## config.mk

```make
export PLATFORM = sky130hd
export DESIGN_NAME = imem_loader
export DESIGN_NICKNAME = d
export VERILOG_FILES = /design/src/rtl/imem_loader.sv
export SDC_FILE = /design/constraint.sdc
export NUM_CORES = 1
export LEC_CHECK = 0
export BUFFER_PORTS_ARGS = -buffer_cell sky130_fd_sc_hd__buf_2
export CORE_MARGIN = 2
export CORE_UTILIZATION = 40
export CTS_CLUSTER_DIAMETER = 200
export DETAILED_ROUTE_END_ITERATION = 8
export GPL_ROUTABILITY_DRIVEN = 0
export HOLD_SLACK_MARGIN = 0.1
export SETUP_SLACK_MARGIN = 0.05
export SYNTH_ARGS = -nofsm -noshare
export SYNTH_HDL_FRONTEND = slang
export SYNTH_SLANG_ARGS = --single-unit
export TNS_END_PERCENT = 10
```

## constraint.sdc

```tcl
create_clock -name clk -period 9.65 [get_ports clk]
set_input_delay 1.4475 -clock clk [delete_from_list [all_inputs] [get_ports clk]]
set_output_delay 1.4475 -clock clk [all_outputs]
set_load 0.05 [all_outputs]
```

## src/rtl/imem_loader.sv

```systemverilog
`timescale 1ns/1ps
`default_nettype none
// ============================================================================
// Module   : imem_loader
// Purpose  : This block writes the instruction memory. It takes a byte stream
//            over a valid/ready handshake and assembles little-endian 32-bit
//            words. Each word goes to the instruction-memory write port. The
//            pipeline core stays in reset until a complete, valid image has
//            been loaded.
//            Frame format: N[7:0], N[15:8], then N*4 payload bytes, then one
//            checksum byte when the checksum build is selected.
// Options  : IMEM_LOADER_CHECKSUM_EN -- when defined, the frame ends with an
//            XOR checksum of the payload bytes, which is verified in state CHK.
// Ports    : clk        system clock, rising edge
//            rst        asynchronous active-high reset
//            in_valid   byte-stream valid
//            in_data    byte-stream data
//            in_ready   a byte can be accepted this cycle
//            start      re-arm pulse, honoured in DONE or ERR only
//            imem_we    instruction-memory write enable (one-cycle pulse)
//            imem_addr  word address of the write
//            imem_wdata word being written
//            core_rst   active-high reset to the pipeline core
//            done       load completed successfully
//            error      load failed
// Revision : 1.0 - initial release
// ============================================================================
module imem_loader #(
  parameter int ADDR_W    = 10,
  parameter int MAX_WORDS = 1024
) (
  input  logic              clk,
  input  logic              rst,
  input  logic              in_valid,
  input  logic [7:0]        in_data,
  output logic              in_ready,
  input  logic              start,
  output logic              imem_we,
  output logic [ADDR_W-1:0] imem_addr,
  output logic [31:0]       imem_wdata,
  output logic              core_rst,
  output logic              done,
  output logic              error
);

  localparam logic [16:0] MAX_N = 17'(MAX_WORDS);

  typedef enum logic [2:0] {
    CNT_LO = 3'd0,
    CNT_HI = 3'd1,
    DATA   = 3'd2,
`ifdef IMEM_LOADER_CHECKSUM_EN
    CHK    = 3'd3,
`endif
    DONE   = 3'd4,
    ERR    = 3'd5
  } state_t;

  state_t          state;
  state_t          next_state;

  logic [1:0]      lane;      // byte position inside the word being built
  logic [ADDR_W:0] word_cnt;  // words already handed to the write port
  logic [15:0]     n;         // word count taken from the frame header
  logic [23:0]     word_lo;   // lanes 0..2 of the word being built

  logic            accept;
  logic            last_lane;
  logic            last_word;
  logic [15:0]     n_full;
  logic            n_bad;
  logic            rearm;
  logic            done_next;

`ifdef IMEM_LOADER_CHECKSUM_EN
  logic [7:0]      csum;
  logic            chk_ok;
  assign chk_ok = (in_data == csum);
`endif

  assign accept    = in_valid && in_ready;
  assign last_lane = (lane == 2'd3);
  assign last_word = ((16'(word_cnt) + 16'd1) == n);
  assign n_full    = {in_data, n[7:0]};
  assign n_bad     = (n_full == 16'd0) || ({1'b0, n_full} > MAX_N);
  assign rearm     = ((state == DONE) || (state == ERR)) && start;

  // The last lane leaves DATA on the same cycle that the final write is
  // registered. The write pulse and the exit from DATA therefore appear
  // together. In the plain build, done is held back one more cycle (see
  // done_next) so that it follows the last write pulse.
  always_comb begin
    next_state = state;
    case (state)
      CNT_LO: if (accept) next_state = CNT_HI;
      CNT_HI: if (accept) next_state = n_bad ? ERR : DATA;
      DATA: begin
        if (accept && last_lane && last_word) begin
`ifdef IMEM_LOADER_CHECKSUM_EN
          next_state = CHK;
`else
          next_state = DONE;
`endif
        end
      end
`ifdef IMEM_LOADER_CHECKSUM_EN
      CHK:    if (accept) next_state = chk_ok ? DONE : ERR;
`endif
      DONE:   if (start) next_state = CNT_LO;
      ERR:    if (start) next_state = CNT_LO;
      default: next_state = ERR;
    endcase
  end

  always_ff @(posedge clk or posedge rst) begin
    if (rst) state <= CNT_LO;
    else     state <= next_state;
  end

  // A DATA->DONE step coincides with the final write, so done is set one
  // cycle later. A CHK->DONE step sets done immediately.
  assign done_next = (next_state == DONE) && (state != DATA);

  always_ff @(posedge clk or posedge rst) begin
    if (rst) begin
      in_ready <= 1'b1;
      done     <= 1'b0;
      error    <= 1'b0;
      core_rst <= 1'b1;
    end else begin
      in_ready <= (next_state != DONE) && (next_state != ERR);
      done     <= done_next;
      error    <= (next_state == ERR);
      core_rst <= !done_next;
    end
  end

  always_ff @(posedge clk or posedge rst) begin
    if (rst) begin
      lane       <= 2'd0;
      word_cnt   <= '0;
      n          <= 16'd0;
      word_lo    <= 24'd0;
      imem_we    <= 1'b0;
      imem_addr  <= '0;
      imem_wdata <= 32'd0;
`ifdef IMEM_LOADER_CHECKSUM_EN
      csum       <= 8'd0;
`endif
    end else begin
      imem_we <= 1'b0;
      if (rearm) begin
        lane     <= 2'd0;
        word_cnt <= '0;
        n        <= 16'd0;
        word_lo  <= 24'd0;
`ifdef IMEM_LOADER_CHECKSUM_EN
        csum     <= 8'd0;
`endif
      end else if (accept) begin
        case (state)
          CNT_LO: n[7:0]  <= in_data;
          CNT_HI: n[15:8] <= in_data;
          DATA: begin
`ifdef IMEM_LOADER_CHECKSUM_EN
            csum <= csum ^ in_data;
`endif
            lane <= lane + 2'd1;
            case (lane)
              2'd0: word_lo[7:0]   <= in_data;
              2'd1: word_lo[15:8]  <= in_data;
              2'd2: word_lo[23:16] <= in_data;
              default: begin
                // Lane 3 goes straight into the write register. This keeps
                // the next lane 0 free to arrive on the following cycle.
                imem_we    <= 1'b1;
                imem_addr  <= word_cnt[ADDR_W-1:0];
                imem_wdata <= {in_data, word_lo};
                word_cnt   <= word_cnt + (ADDR_W+1)'(1);
              end
            endcase
          end
          default: ;
        endcase
      end
    end
  end

endmodule
`default_nettype wire

```

==> results.tsv <==
stage	metric	value	unit
detailed_routing	# DRC	0	
yosys	synth unique cells	51	
yosys	post-synthesis mux area share	0.0195	
worst_setup_path	CP Launch Type	input port	
yosys	Warnings, synthesis	0	
sta	final setup TNS	0	ns
power_and_ir_drop	Leak	2.68	nW
worst_setup_path	CP max stage delay	0.48	ns
yosys	Synth area leader	dfrtp_1	
power_and_ir_drop	clock share of power	0.239	
floorplanning	num rows	39	
yosys	syn avg cell area	9.12	um2
sta	Worst slew margin	0.331	
worst_setup_path	CP Cell Sequence	buf_2 -> and2_1 -> nand3_2 -> buf_4 -> inv_1 -> buf_4 -> nand2_1 -> nand2_1 -> nand2_1 -> o31ai_1	
clock_network	H-tree levels	3	
finish	final instance area	5310	um2
finish	n_diodes	0	
placed_design	hpwl dp	7080	um
detailed_routing	DR vias	3526	
detailed_routing	DR iter-0 viols	257	
global_routing	initial antenna violation count	0	
clock_network	clock sinks	103	
finish	final non-filler cell total	699	
clock_network	TritonCTS clock tree	done	
worst_setup_path	CP delay by family, top	buffers and inverters	
detailed_routing	Via-to-Cell Ratio	5.04	
sta	Slew Viols, Final	0	
power_and_ir_drop	Reg power frac	0.419	
yosys	largest family of logic cells by synthesized area	simple AND/OR/NAND/NOR gates	
flow_run	max_cap viols	0	
sta	RSZ-0062 raised after global routing	no	
worst_setup_path	CP Capture Type	register	
power_and_ir_drop	Sw Ratio	0.405	
yosys	post-synthesis cell area	4630	um2
power_and_ir_drop	Pwr Total	1.57	mW
worst_setup_path	Crit-path slowest cell	buf_4	
clock_network	postcts setup bufs	0	
sta	Final period util	0.313	
floorplanning	num ports	59	
yosys	Area contributors post-synth	dfrtp_1 55%, nand2_1 15%, o21ai_0 4.8%, xnor2_1 2.1%, mux2i_1 1.9%	
detailed_routing	DR WL/cell	14.7	um
power_and_ir_drop	Max VDD drop	0.168	mV
clock_network	clk_lat worst skew	0.35	ns
global_routing	pin count of the biggest net entering global routing	60	
global_routing	total gr overflow	0	
floorplanning	Die H	112	um
yosys	EDFF count, synth	0	
clock_network	clock root buffer	clkbuf_16	
placed_design	placed cell count	684	
yosys	Post-Syn Instances	507	
global_routing	vias in the first global route	3440	
finish	Area Growth Syn to Fin	14.8	%
power_and_ir_drop	switching power	633	uW
power_and_ir_drop	pwr dens	295	nW/um2
clock_network	number of buffers created by CTS	9	
clock_network	Max clock buf depth	2	
sta	Max Fclk	0.331	GHz
sta	Final Hold Viols	0	
yosys	fraction of registers with async set/reset	1.00	
detailed_routing	drt pass-1 iters	5	
power_and_ir_drop	Comb power frac	0.342	
detailed_routing	post-route ant nets	0	
yosys	post-synthesis simple-gate area fraction	0.250	
power_and_ir_drop	P_int	932	uW
detailed_routing	drt total wl	10300	um
sta	Worst-Margin Slew	1.00	ns
floorplanning	Die W	112	um
sta	# setup viols final	0	
worst_setup_path	Worst EP required	9.86	ns
yosys	flops & latches, synth	103	
yosys	synthesized-area fraction occupied by adder cells	0.0162	
yosys	Compound-Gate Fraction of Synth Area	0.0960	
placed_design	Port Buf Inserts	58	
worst_setup_path	Worst Setup Path Type	input port to register	
yosys	Yosys top cell area share	0.546	
worst_setup_path	crit path DAT	3.23	ns
yosys	post-synthesis xor/xnor area fraction	0.0265	
yosys	Post-synth top flop	dfrtp_1	
finish	Fill cells	1099	
floorplanning	initial core utilization	0.407	
global_routing	global-route wire length before repair	17600	um
worst_setup_path	most used cell, CP	nand2_1	
finish	Final nets	570	
sta	Final Skew	0.00761	ns
yosys	syn nets	525	
global_routing	Total GRT Usage	0.175	
sta	post-layout minimum cycle time	3.02	ns
worst_setup_path	Crit Path Max Fanout	59	
placed_design	area of placed instances	5000	um2
floorplanning	core area	11400	um2
clock_network	post_cts resized	0	
floorplanning	die area	12400	um2
yosys	Synth top cells by count	189 x nand2_1, 101 x dfrtp_1, 44 x o21ai_0	
yosys	register area share after synthesis	0.558	
finish	share of cells above drive strength 1	0.164	
outcome	status	finished, final reports clean	
worst_setup_path	CP bufs+invs	4	
min_path	min-delay worst type	register to register	
clock_network	clk slew on worst S/H paths	0.07	ns
yosys	top-count cell post-synth	nand2_1	
clock_network	cts hold-fix bufs	0	
-- path summary, 6_finish.rpt --
| kind | cells past startpoint | endpoint | slack, ns | startpoint |
|---|---|---|---|---|
| max in group asynchronous | 3 | n[1] | 7.35 | rst |
| worst max register to register | 7 | state[1] | 7.17 | word_cnt[0] |
| worst min register to register | 2 | imem_addr[5] | 0.47 | imem_addr[5] |
| worst min-delay path | 2 | imem_addr[5] | 0.47 | imem_addr[5] |
| worst max-delay path | 10 | word_cnt[5] | 6.63 | in_valid |
| min in group asynchronous | 2 | done | 1.17 | rst |
-- worst min-delay path, cell delays in order (launching register included) --
cell	delay, ns
dfrtp_1	0.34
nand2_1	0.05
nand2_1	0.05
-- cells in the final DEF (no fill, tap or decap), types with 2 or more instances in the layout --
cell	synthesis	layout
ha_1	6	6
nor3b_1	2	2
nor4_1	5	5
o21a_1	2	2
nor2b_1	4	4
nand3_1	16	15
nand2_1	189	189
clkbuf_16	0	9
a31oi_1	2	2
buf_4	2	4
nor3_1	3	3
o21ai_0	44	44
buf_2	3	58
a21boi_0	2	2
a21oi_1	14	14
or2_2	2	2
o31a_1	2	2
dfrtp_1	101	101
nor2_1	19	19
clkbuf_8	1	2
a21o_1	2	2
inv_6	0	2
dfstp_2	2	2
nand4_1	4	4
xnor2_1	11	11
inv_1	8	7
o31ai_1	3	3
nor2_2	2	2
and2_1	3	3
xor2_1	3	3
mux2i_1	9	9
-- stage by stage --
step | worst slack, ns | hold slack (ns) | util
after CTS | 6.62 | 0.475 | 0.467
after global routing | 6.44 | 0.490 | 0.467
after floorplan | 5.50 | 0.439 | -
after detailed placement | 6.25 | 0.458 | 0.440
after global placement | 6.28 | 0.450 | 0.440
final | 6.63 | 0.470 | 0.467
-- power by group through the flow --
| stage | Combinational (mW) | Sequential, mW | Clock [mW] |
|---|---|---|---|
| 3_5_place_dp | 0.538 | 0.664 | 0 |
| 2_1_floorplan | 0.238 | 0.834 | 0 |
| 6_report | 0.535 | 0.656 | 0.374 |
| 4_1_cts | 0.541 | 0.657 | 0.383 |
| 3_3_place_gp | 0.533 | 0.661 | 0 |
| 5_1_grt | 0.587 | 0.674 | 0.403 |
-- sequential cells by signal (all words and copies together) (netlist names), 2 cells and up --
signal	count
state	3
word_lo	24
imem_addr	10
word_cnt	11
n	16
imem_wdata	32
lane	2
-- final cells by class --
class,count,area (um2),area share
clock buffers,11,253,0.0476
repair buffers,62,320,0.0603
clock inverters,4,52.6,0.00990
inverters,8,32.5,0.00613
multi-input cells,368,1890,0.357
flip-flops and latches,103,2580,0.486
well taps,143,179,0.0337
-- routing by layer --
| layer | track usage | routed length [um] | vias to the layer above |
|---|---|---|---|
| met5 | 0 | 0 | - |
| met4 | 0.0543 | 131 | 0 |
| met3 | 0.0425 | 490 | 11 |
| met2 | 0.249 | 4490 | 88 |
| met1 | 0.266 | 5160 | 1671 |
| li1 | - | - | 1756 |
-- kinds of logic (layout without fill, tap and decap cells) --
group	Yosys count	after routing
flip-flops	103	103
XOR/XNOR	14	14
multiplexers	9	9
buffers and inverters	36	85
AND/OR/NAND/NOR	261	261
adder cells (fa/ha/maj)	6	6
AO/OA/AOI/OAI	78	78
(Power assumes the default switching activity.)
